==> config.mk <==
export PLATFORM = sky130hd
export DESIGN_NAME = stepper_move_ctrl
export DESIGN_NICKNAME = d
export VERILOG_FILES = /design/src/rtl/stepper_move_ctrl.sv
export SDC_FILE = /design/constraint.sdc
export NUM_CORES = 1
export LEC_CHECK = 0
export ABC_AREA = 1
export CAP_MARGIN = 20
export CORE_MARGIN = 5
export CORE_UTILIZATION = 60
export DETAILED_ROUTE_END_ITERATION = 12
export PLACE_DENSITY = 0.85
export SLEW_MARGIN = 10
export SYNTH_ARGS = -nofsm -noshare
export SYNTH_HDL_FRONTEND = slang
export SYNTH_SLANG_ARGS = --single-unit
==> constraint.sdc <==
create_clock -name clk -period 3.4 [get_ports clk]
set_input_delay 0.34 -clock clk [delete_from_list [all_inputs] [get_ports clk]]
set_output_delay 0.34 -clock clk [all_outputs]
set_load 0.02 [all_outputs]
==> src/rtl/stepper_move_ctrl.sv <==
`default_nettype none
// ============================================================================
// Module   : stepper_move_ctrl
// Brief    : Move controller feeding a 4-phase stepper sequencer; issues N
//            step_clk pulses at a programmable half-period, tracks position.
// Revision : 1.0 - initial release
// ============================================================================
module stepper_move_ctrl #(
    parameter int STEP_W = 12,
    parameter int HALF_W = 16,
    parameter int POS_W  = 16
) (
    input  logic              clk,
    input  logic              rst,
    input  logic              start,
    input  logic              abort,
    input  logic              dir_in,
    input  logic [STEP_W-1:0] steps,
    input  logic [HALF_W-1:0] half_period,
    output logic              step_clk,
    output logic              motor_en,
    output logic              motor_dir,
    output logic              busy,
    output logic              done,
    output logic [POS_W-1:0]  position
);

    localparam logic [1:0] c_ST_IDLE = 2'd0;
    localparam logic [1:0] c_ST_LOW  = 2'd1;
    localparam logic [1:0] c_ST_HIGH = 2'd2;

    localparam logic [HALF_W-1:0] c_HALF_ONE = HALF_W'(1);
    localparam logic [POS_W-1:0]  c_POS_ONE  = POS_W'(1);

    logic [1:0]        r_state;
    logic [HALF_W-1:0] r_half;
    logic [HALF_W-1:0] r_timer;
    logic [STEP_W-1:0] r_remaining;
    logic              r_step_clk;
    logic              r_motor_en;
    logic              r_motor_dir;
    logic              r_busy;
    logic              r_done;
    logic [POS_W-1:0]  r_position;

    // A zero half-period would never expire, so it is promoted to one cycle
    logic [HALF_W-1:0] w_half_eff;
    assign w_half_eff = (half_period == '0) ? c_HALF_ONE : half_period;

    always_ff @(posedge clk or posedge rst) begin
        if (rst) begin
            r_state     <= c_ST_IDLE;
            r_half      <= '0;
            r_timer     <= '0;
            r_remaining <= '0;
            r_step_clk  <= 1'b0;
            r_motor_en  <= 1'b0;
            r_motor_dir <= 1'b0;
            r_busy      <= 1'b0;
            r_done      <= 1'b0;
            r_position  <= '0;
        end else begin
            r_done <= 1'b0;
            case (r_state)
                c_ST_IDLE: begin
                    if (start && !abort) begin
                        if (steps != '0) begin
                            r_half      <= w_half_eff;
                            r_timer     <= w_half_eff - c_HALF_ONE;
                            r_remaining <= steps;
                            r_motor_dir <= dir_in;
                            r_motor_en  <= 1'b1;
                            r_busy      <= 1'b1;
                            r_step_clk  <= 1'b0;
                            r_state     <= c_ST_LOW;
                        end else begin
                            r_done <= 1'b1;
                        end
                    end
                end
                c_ST_LOW: begin
                    if (abort) begin
                        r_step_clk <= 1'b0;
                        r_motor_en <= 1'b0;
                        r_busy     <= 1'b0;
                        r_state    <= c_ST_IDLE;
                    end else if (r_timer != '0) begin
                        r_timer <= r_timer - c_HALF_ONE;
                    end else begin
                        r_step_clk  <= 1'b1;
                        r_timer     <= r_half - c_HALF_ONE;
                        r_remaining <= r_remaining - STEP_W'(1);
                        r_position  <= r_motor_dir ? (r_position + c_POS_ONE)
                                                   : (r_position - c_POS_ONE);
                        r_state     <= c_ST_HIGH;
                    end
                end
                c_ST_HIGH: begin
                    if (abort) begin
                        r_step_clk <= 1'b0;
                        r_motor_en <= 1'b0;
                        r_busy     <= 1'b0;
                        r_state    <= c_ST_IDLE;
                    end else if (r_timer != '0) begin
                        r_timer <= r_timer - c_HALF_ONE;
                    end else begin
                        r_step_clk <= 1'b0;
                        r_timer    <= r_half - c_HALF_ONE;
                        // remaining was decremented on the rising edge of this step
                        if (r_remaining == '0) begin
                            r_motor_en <= 1'b0;
                            r_busy     <= 1'b0;
                            r_done     <= 1'b1;
                            r_state    <= c_ST_IDLE;
                        end else begin
                            r_state <= c_ST_LOW;
                        end
                    end
                end
                default: begin
                    r_step_clk <= 1'b0;
                    r_motor_en <= 1'b0;
                    r_busy     <= 1'b0;
                    r_state    <= c_ST_IDLE;
                end
            endcase
        end
    end

    assign step_clk  = r_step_clk;
    assign motor_en  = r_motor_en;
    assign motor_dir = r_motor_dir;
    assign busy      = r_busy;
    assign done      = r_done;
    assign position  = r_position;

endmodule
`default_nettype wire

# ---- Word-level counts from Yosys, hierarchy flattened
# Cells that the tools add are included.
# Widths: inputs -> output; s select.
dict set report word_totals {
  regBits 66
  inputBits 33
  out_inout_bits 21
  wordCells 84
}
dict set report op_classes {
  n_addsub 6
  eq_ne 11
  n_mux 40
  bitwise 2
  reduce_logical 16
}
# op n
set ops {}
lappend ops {{$mux 16} 6}
lappend ops {{$sub 16x1->16 const B} 4}
lappend ops {{$mux 12} 4}
lappend ops {{$pmux 16 s2} 1}
lappend ops {{$pmux 12 s2} 1}
lappend ops {{$mux 1} 18}
lappend ops {{$add 16x1->16 const B} 1}
lappend ops {{$logic_not 16->1} 1}
lappend ops {{$reduce_bool 16->1} 1}
lappend ops {{$logic_not 12->1} 1}
lappend ops {{$mux 2} 6}
lappend ops {{$ne 2x2->1 const B} 6}
lappend ops {{$reduce_bool 12->1} 1}
lappend ops {{$sub 12x1->12 const B} 1}
lappend ops {{$reduce_and 5->1} 2}
lappend ops {{$ne 3x3->1 const B} 3}
lappend ops {{$reduce_and 4->1} 2}
lappend ops {{$pmux 1 s3} 2}
lappend ops {{$pmux 2 s3} 1}
lappend ops {{$reduce_and 3->1} 2}
lappend ops {{$reduce_bool 2->1} 2}
lappend ops {{$eq 2x1->1 const B} 1}
lappend ops {{$eq 2x2->1 const B} 1}
lappend ops {{$logic_not 2->1} 1}
lappend ops {{5 further kinds} 6}

# ---- Depth between registers and ports, before layout
# Gate-level depths: netlist of run 1.
dict set report depth {
  depth_word 6
  ltp_mapped 16
  depth_no_buf 16
}

# ---- Least setup slack after synthesis of run 1
# No wires, ideal clock.
dict set report synth_path {
  path_kind {reg2reg}
  startpoint {register r_motor_dir (netlist: motor_dir)}
  endpoint {register r_position[13] (netlist: position[13])}
  setup_time_ps 117
  arrival_ps 2213
  t_required_ps 3283
  slack_ps 1069
  stages_incl_launch_ff 12
  n_path_buf 0
  period_less_slack_ps 2331
  cell_sequence {dfrtp_1 -> inv_1 -> ha_1 -> inv_1 -> o21ai_0 -> o21bai_1 -> inv_1 -> nand3_1 -> a31o_2 -> or2_2 -> nand3_1 -> nand2_1}
}
dict set report synth_via {
  elab_chain_len 1
}
# element line
set synth_lines {}
lappend synth_lines {{start: declaration} 41} ;# logic r_motor_dir;
lappend synth_lines {{start signal: assignment} 71} ;# r_motor_dir <= dir_in;
lappend synth_lines {{$mux 16} 93} ;# r_position <= r_motor_dir ? (r_position + c_POS_ONE)
lappend synth_lines {{end signal: assignment} 93}
lappend synth_lines {{end: declaration} 44} ;# logic [POS_W-1:0] r_position;
# No other way between the ends.
# A chain may end at the register's enable or synchronous reset.

# ---- Worst setup path after layout of run 1
dict set report layout_path {
  startpoint {register r_state[1]}
  endpoint {register r_remaining[6]}
}
dict set report layout_via {
  elab_chain_len 3
  elab_cells_between_ends 9
  classes_between {eq/ne: 5; mux: 1; reduce/logical: 3}
}
# element line
set layout_lines {}
lappend layout_lines {{start: declaration} 35} ;# logic [1:0] r_state;
lappend layout_lines {{start signal: assignment} 52} ;# r_state <= c_ST_IDLE;
lappend layout_lines {{start signal: assignment} 75} ;# r_state <= c_ST_LOW;
lappend layout_lines {{start signal: assignment} 86} ;# r_state <= c_ST_IDLE;
lappend layout_lines {{$eq 2x1->1 or $logic_not 2->1 (tied branches)} 64} ;# case (r_state)
lappend layout_lines {{$ne 2x2->1 (no source line) or $reduce_bool 2->1 (tied branches)} -}
lappend layout_lines {{$reduce_and 5->1 (no source line)} -}
lappend layout_lines {{end signal: assignment} 70} ;# r_remaining <= steps;
lappend layout_lines {{end signal: assignment} 92} ;# r_remaining <= r_remaining - STEP_W'(1);
lappend layout_lines {{end: declaration} 38} ;# logic [STEP_W-1:0] r_remaining;
# Parallel ways exist; a longest one is shown, timed or not.

==> flow_summary.ini, run 1 <==
[synthesis]
ys_async_sr_fraction_pct = 100.0
postSynthCellCount = 657
ys_ff_latch = 66
ys_top_cells_by_count = 182 x nand2_1, 99 x inv_1, 66 x dfrtp_1
syn_area_um2 = 4578
ys_types = 39
synthFlopType = dfrtp_1
syn_nets = 711
synth-edff-count = 0
synth-seq-area-share_pct = 36.08
synth.most_common_cell = nand2_1
syn_area_per_cell_um2 = 6.968
yosys.area.top_type = dfrtp_1
yosysWarnings = 0
yosysTopAreaCellShare_pct = 36.08
synth_area_leaders = dfrtp_1 36%, nand2_1 15%, inv_1 8.1%

[worst_setup_path]
timing.rr.start = r_state[1]
cp.required_ns = 3.66
max_stage_delay_ns = 0.49
r2r_slack_ns = 0.63
crit_path_end = r_remaining[6]
path_class = register to register
rr_worst_depth = 10
critPathMaxFanout = 21
worstSetupStartpointType = register
arrival_ns = 3.03
cp-end-kind = register
crit_slowest_cell = ha_1
cp_cell_sequence = inv_1, ha_1, inv_1, nor2_1, nand2_2, o21ai_1, nand2_1, inv_2, o21ai_1, a22oi_1
startpoint = r_state[1]
r2r-end = r_remaining[6]

[routing]
initialDrtViolationCount = 243
totalWireLength_um = 11380
viasPerCell = 5.412
drc = 0
vias = 4427
dr.pass1.iters = 5
routedWlPerCell_um = 13.91
postRouteAntennaNets = 0
top_layer = met4
wirelength_met1_um = 5044
wl_met3_um = 680
dr_wl_met2_um = 5340

[timing]
finalHoldViolCount = 0
max_freq_ghz = 0.3614
fin_crit_ns = 2.767
tightest_slew_ns = 0.7598
setup_tns_ns = 0
period_share_pct = 81.39
finalWorstSetupSlack_ns = 0.6328
drv_slew = 0
rsz0062_at_grt = no
finalSetupViolations = 0
finalClockSkew_ns = 0.009204
relSlewSlack_pct = 49.12

[min_path]
hp-class = primary input to asynchronous set/reset pin

[clocking]
cts_tree = built
clk_path_buf_depth = 2
clk-insertion-delay-late_ns = 0.35
numCtsBuffers = 9
cts_sinks = 66
cts_setup_buffers = 0
cts.hold.buffers_added = 0
cts_resized = 0
clk_pin_slew_ns = 0.08
cts-htree-levels = 3
ctsRootBufferMaster = clkbuf_8

[job]
cap_violations = 0

[power]
power_frac_seq_pct = 30.1
irDropWorstVdd_uv = 480.7
power_uw = 4255
switching_share_pct = 46.42
p_int_uw = 2279
clockPowerShare_pct = 17.1
p_per_area_nw_per_um2 = 783.7
p_leak_uw = 0.002775
combPwrFrac_pct = 52.9
switchingPower_uw = 1975

[grt]
grt_pass1_vias = 4291
gr-total-overflow = 0
grt_max_degree = 47
grt_pass1_wl_um = 19240
track_usage_pct = 24.49
antenna_found_initial = 0

[placed_design]
pre_cts_slack_ns = 0.6533
placed_area_um2 = 5199
post-dp-hpwl_um = 8702
port_buffers = 53
place_congestion = 0.9753

[cells_and_area]
n_fill_cell = 552
drive_above_1_share_pct = 7.650
fin_util_pct = 74.06
final_area_um2 = 5429
area_growth_pct = 18.58
diodes = 0
nNetsFinal = 768

[die]
core_um2 = 7331
rows = 31
die_w_um = 97.35
die_area_um2 = 9477
die_y_um = 97.35
start_util_pct = 62.45
io_pins = 54

[status]
status = finished, final reports clean
## final cells by class
class                   instances  area [um^2]  area share (%)
clock inverters                 5        78.83           1.452
multi-input cells             472         2450           45.13
flip-flops and latches         66         1652           30.42
clock buffers                  11        131.4           2.420
repair buffers                 61        603.1           11.11
inverters                     104        390.4           7.191
well taps                      99        123.9           2.282
## layout by cell type, fill, tap and decap left out, drive strengths merged, types with 7 or more instances in the layout
master	n
a21oi	18
clkbuf	11
dfrtp	66
nor2	64
buf	8
o21ai	64
xor2	14
nor3	7
clkdlybuf4s50	53
nand3	58
ha	20
nand2	191
inv	103
## worst max-delay path, delay by kind of cell (launching register included)
family / cells / cell delay (ns)
AO/OA/AOI/OAI: 3 / 0.45
AND/OR/NAND/NOR: 3 / 0.60
buffers and inverters: 3 / 0.72
adder cells (fa/ha/maj): 1 / 0.49
flip-flops: 1 / 0.42
## stage by stage
stage                     hold slack [ns]  std cells
after floorplan                    0.4425        657
after global placement             0.4674        801
after detailed placement           0.4662        801
after CTS                          0.4831        817
after global routing               0.2126        818
final                              0.2062        818
## state kept, by name, summed over array words and instances (netlist names)
register,count
motor_dir,1
done,1
r_half,16
r_state,2
r_remaining,12
step_clk,1
position,16
busy,1
r_timer,16
## power by group through the flow
stage                     Clock [uW]  Sequential (uW)  Combinational [uW]
final                            726             1280                2250
after CTS                        729             1270                2230
after global routing             774             1310                2550
after global placement             0             1280                2140
after detailed placement           0             1280                2220
after floorplan                    0             1250                1730
## cell families after synthesis
group,synth area share (%)
flops,36.08
buf+inv,10.41
xor+xnor,3.061
fa+ha+maj,5.903
simple gates,32.19
compound gates,12.35
## worst min path at each step
stage | from | end | slack, ns | depth (start not counted)
2_1_floorplan | r_half[10] | r_half[10] | 0.44 | 2
3_3_place_gp | r_half[10] | r_half[10] | 0.47 | 2
3_5_place_dp | r_half[6] | r_half[6] | 0.47 | 2
4_1_cts | r_half[6] | r_half[6] | 0.48 | 2
5_1_grt | rst | position[13] | 0.21 | 2
6_report | rst | position[13] | 0.21 | 2
## routing by layer
| metal | GRT usage (%) | vias up |
|---|---|---|
| met5 | 0 | - |
| met4 | 9.904 | 0 |
| met3 | 5.312 | 32 |
| met2 | 40.82 | 156 |
| met1 | 30.94 | 2027 |
| li1 | - | 2212 |
Note: power is estimated with default switching activity, not from simulation.
==> run 2: changes to the inputs <==
CORE_UTILIZATION = 51   (was 60)
PLACE_DENSITY = 0.77   (was 0.85)
clock period = 2.3 ns   (was 3.4 ns; I/O delays follow)
==> flow_summary.ini, run 2 (same netlist as run 1, synthesis figures left out) <==
[status]
status = finished, final reports clean

[clocking]
cts-htree-levels = 3
cts.hold.buffers_added = 0
cts_tree = built
cts_sinks = 66
numCtsBuffers = 9
clk_pin_slew_ns = 0.08
clk_path_buf_depth = 2
ctsRootBufferMaster = clkbuf_8
clk-insertion-delay-late_ns = 0.35

[min_path]
hp-class = primary input to asynchronous set/reset pin

[die]
rows = 34
die_y_um = 104.7
core_um2 = 8721
io_pins = 54
die_w_um = 104.7
start_util_pct = 52.50
die_area_um2 = 10970

[cells_and_area]
n_fill_cell = 757
mostFrequentLayoutCells = 180 x nand2_1, 94 x inv_1, 65 x dfrtp_1
final_area_um2 = 5718
mostFrequentLayoutCell = nand2_1
area_growth_pct = 24.90
diodes = 0
register_area_um2 = 1653
multiInputGateArea_um2 = 2560
drive_above_1_share_pct = 13.41
nNetsFinal = 787

[worst_setup_path]
cp.required_ns = 2.55
path_class = register to register
cp_top_family = simple AND/OR/NAND/NOR gates
timing.critical_path.mode_cell = nand2_1
arrival_ns = 2.48
path_buf_inv = 2
crit_slowest_cell = dfrtp_2
max_stage_delay_ns = 0.41
critPathMaxFanout = 12
cp-end-kind = register
cp_cell_sequence = clkinvlp_4, buf_12, ha_1, nand3_1, nand2_1, nand2_1, nand3_2, a31o_2, or2_2, nand3_1, nand2_1
worstSetupStartpointType = register

[placed_design]
place_congestion = 0.9808
placed_area_um2 = 5358
port_buffers = 53
post-dp-hpwl_um = 8691
pre_cts_slack_ns = -0.07744

[grt]
track_usage_pct = 22.02
grt_pass1_vias = 4418
gr-total-overflow = 0
grt_pass1_wl_um = 20260
grt_max_degree = 55
antenna_found_initial = 0

[timing]
finalSetupViolations = 0
finalHoldViolCount = 0
finalClockSkew_ns = 0.01113
finalWorstSetupSlack_ns = 0.07342
relSlewSlack_pct = 66.61
period_share_pct = 96.81
fin_crit_ns = 2.227
drv_slew = 0
tightest_slew_ns = 0.4978
max_freq_ghz = 0.4491

[routing]
routedWlPerCell_um = 14.30
dr.pass1.iters = 5
dr_wl_met2_um = 6150
initialDrtViolationCount = 193
viasPerCell = 5.356
wl_met3_um = 647
totalWireLength_um = 12090
top_layer = met4
vias = 4531
drc = 0
wirelength_met1_um = 4953
postRouteAntennaNets = 0

[power]
irDropWorstVdd_uv = 534.4
p_per_area_nw_per_um2 = 1160
p_leak_uw = 0.002877

[job]
cap_violations = 0
-- run 2: cell count changes in the layout (fill, tap and decap cells not counted), moves of 3 or more --
cell	previous run	this run
ha_4	0	4
a21oi_1	18	15
nand3_2	3	7
a21oi_2	0	3
buf_4	7	22
buf_12	1	4
inv_1	98	94
nand3_1	54	50
clkinvlp_4	0	3
ha_1	20	15
inv_2	5	8
-- run 2: per-layer routing --
| metal | global-route usage (%) | up-vias |
|---|---|---|
| met1 | 26.21 | 2100 |
| li1 | - | 2253 |
| met5 | 0 | - |
| met2 | 38.85 | 143 |
| met3 | 3.699 | 35 |
| met4 | 9.680 | 0 |
-- run 2: area by class of cell --
class	count	area share, %
Clock buffer	11	2.648
Clock inverter	5	0.6565
Inverter	104	6.893
Multi-Input combinational cell	472	44.77
Sequential cell	66	28.91
Tap cell	108	2.363
Timing Repair Buffer	80	13.76
-- run 2: path summary, 6_finish.rpt --
| path | slack (ns) | depth (start not counted) | endpoint | start |
|---|---|---|---|---|
| max | 0.07 | 11 | position[13] | motor_dir |
| min | 0.14 | 2 | position[14] | rst |
| max in group asynchronous | 1.55 | 3 | r_remaining[1] | rst |
| max reg2reg | 0.07 | 11 | position[13] | motor_dir |
| min in group clk | 0.45 | 3 | motor_dir | dir_in |
| min reg2reg | 0.48 | 2 | r_half[6] | r_half[6] |
-- run 2: power breakdown --
group	switching [uW]	total (uW)	internal (uW)
Combinational	2340	3790	1460
Clock	499	953	454
Sequential	300	1890	1590
-- run 2: timing repair --
| action | 4_1_cts | 5_1_grt |
|---|---|---|
| gates cloned | 0 | 0 |
| pin swaps | 0 | 4 |
| buffers inserted | 1 | 5 |
| gates resized for setup | 0 | 25 |
| endpoints found under the setup margin | 5 | 19 |
-- run 2: through the flow --
step | std cells | hold WS, ns | setup TNS, ns | power, uW | utilization [%]
floorplan | 657 | 0.3466 | 0 | 4409 | -
global placement | 824 | 0.4610 | 0 | 5227 | 61.43
detailed placement | 824 | 0.4683 | -0.1901 | 5377 | 61.43
CTS | 841 | 0.1504 | 0 | 6390 | 63.83
global route | 846 | 0.1698 | -0.09199 | 7223 | 65.57
finish | 846 | 0.1421 | 0 | 6634 | 65.57
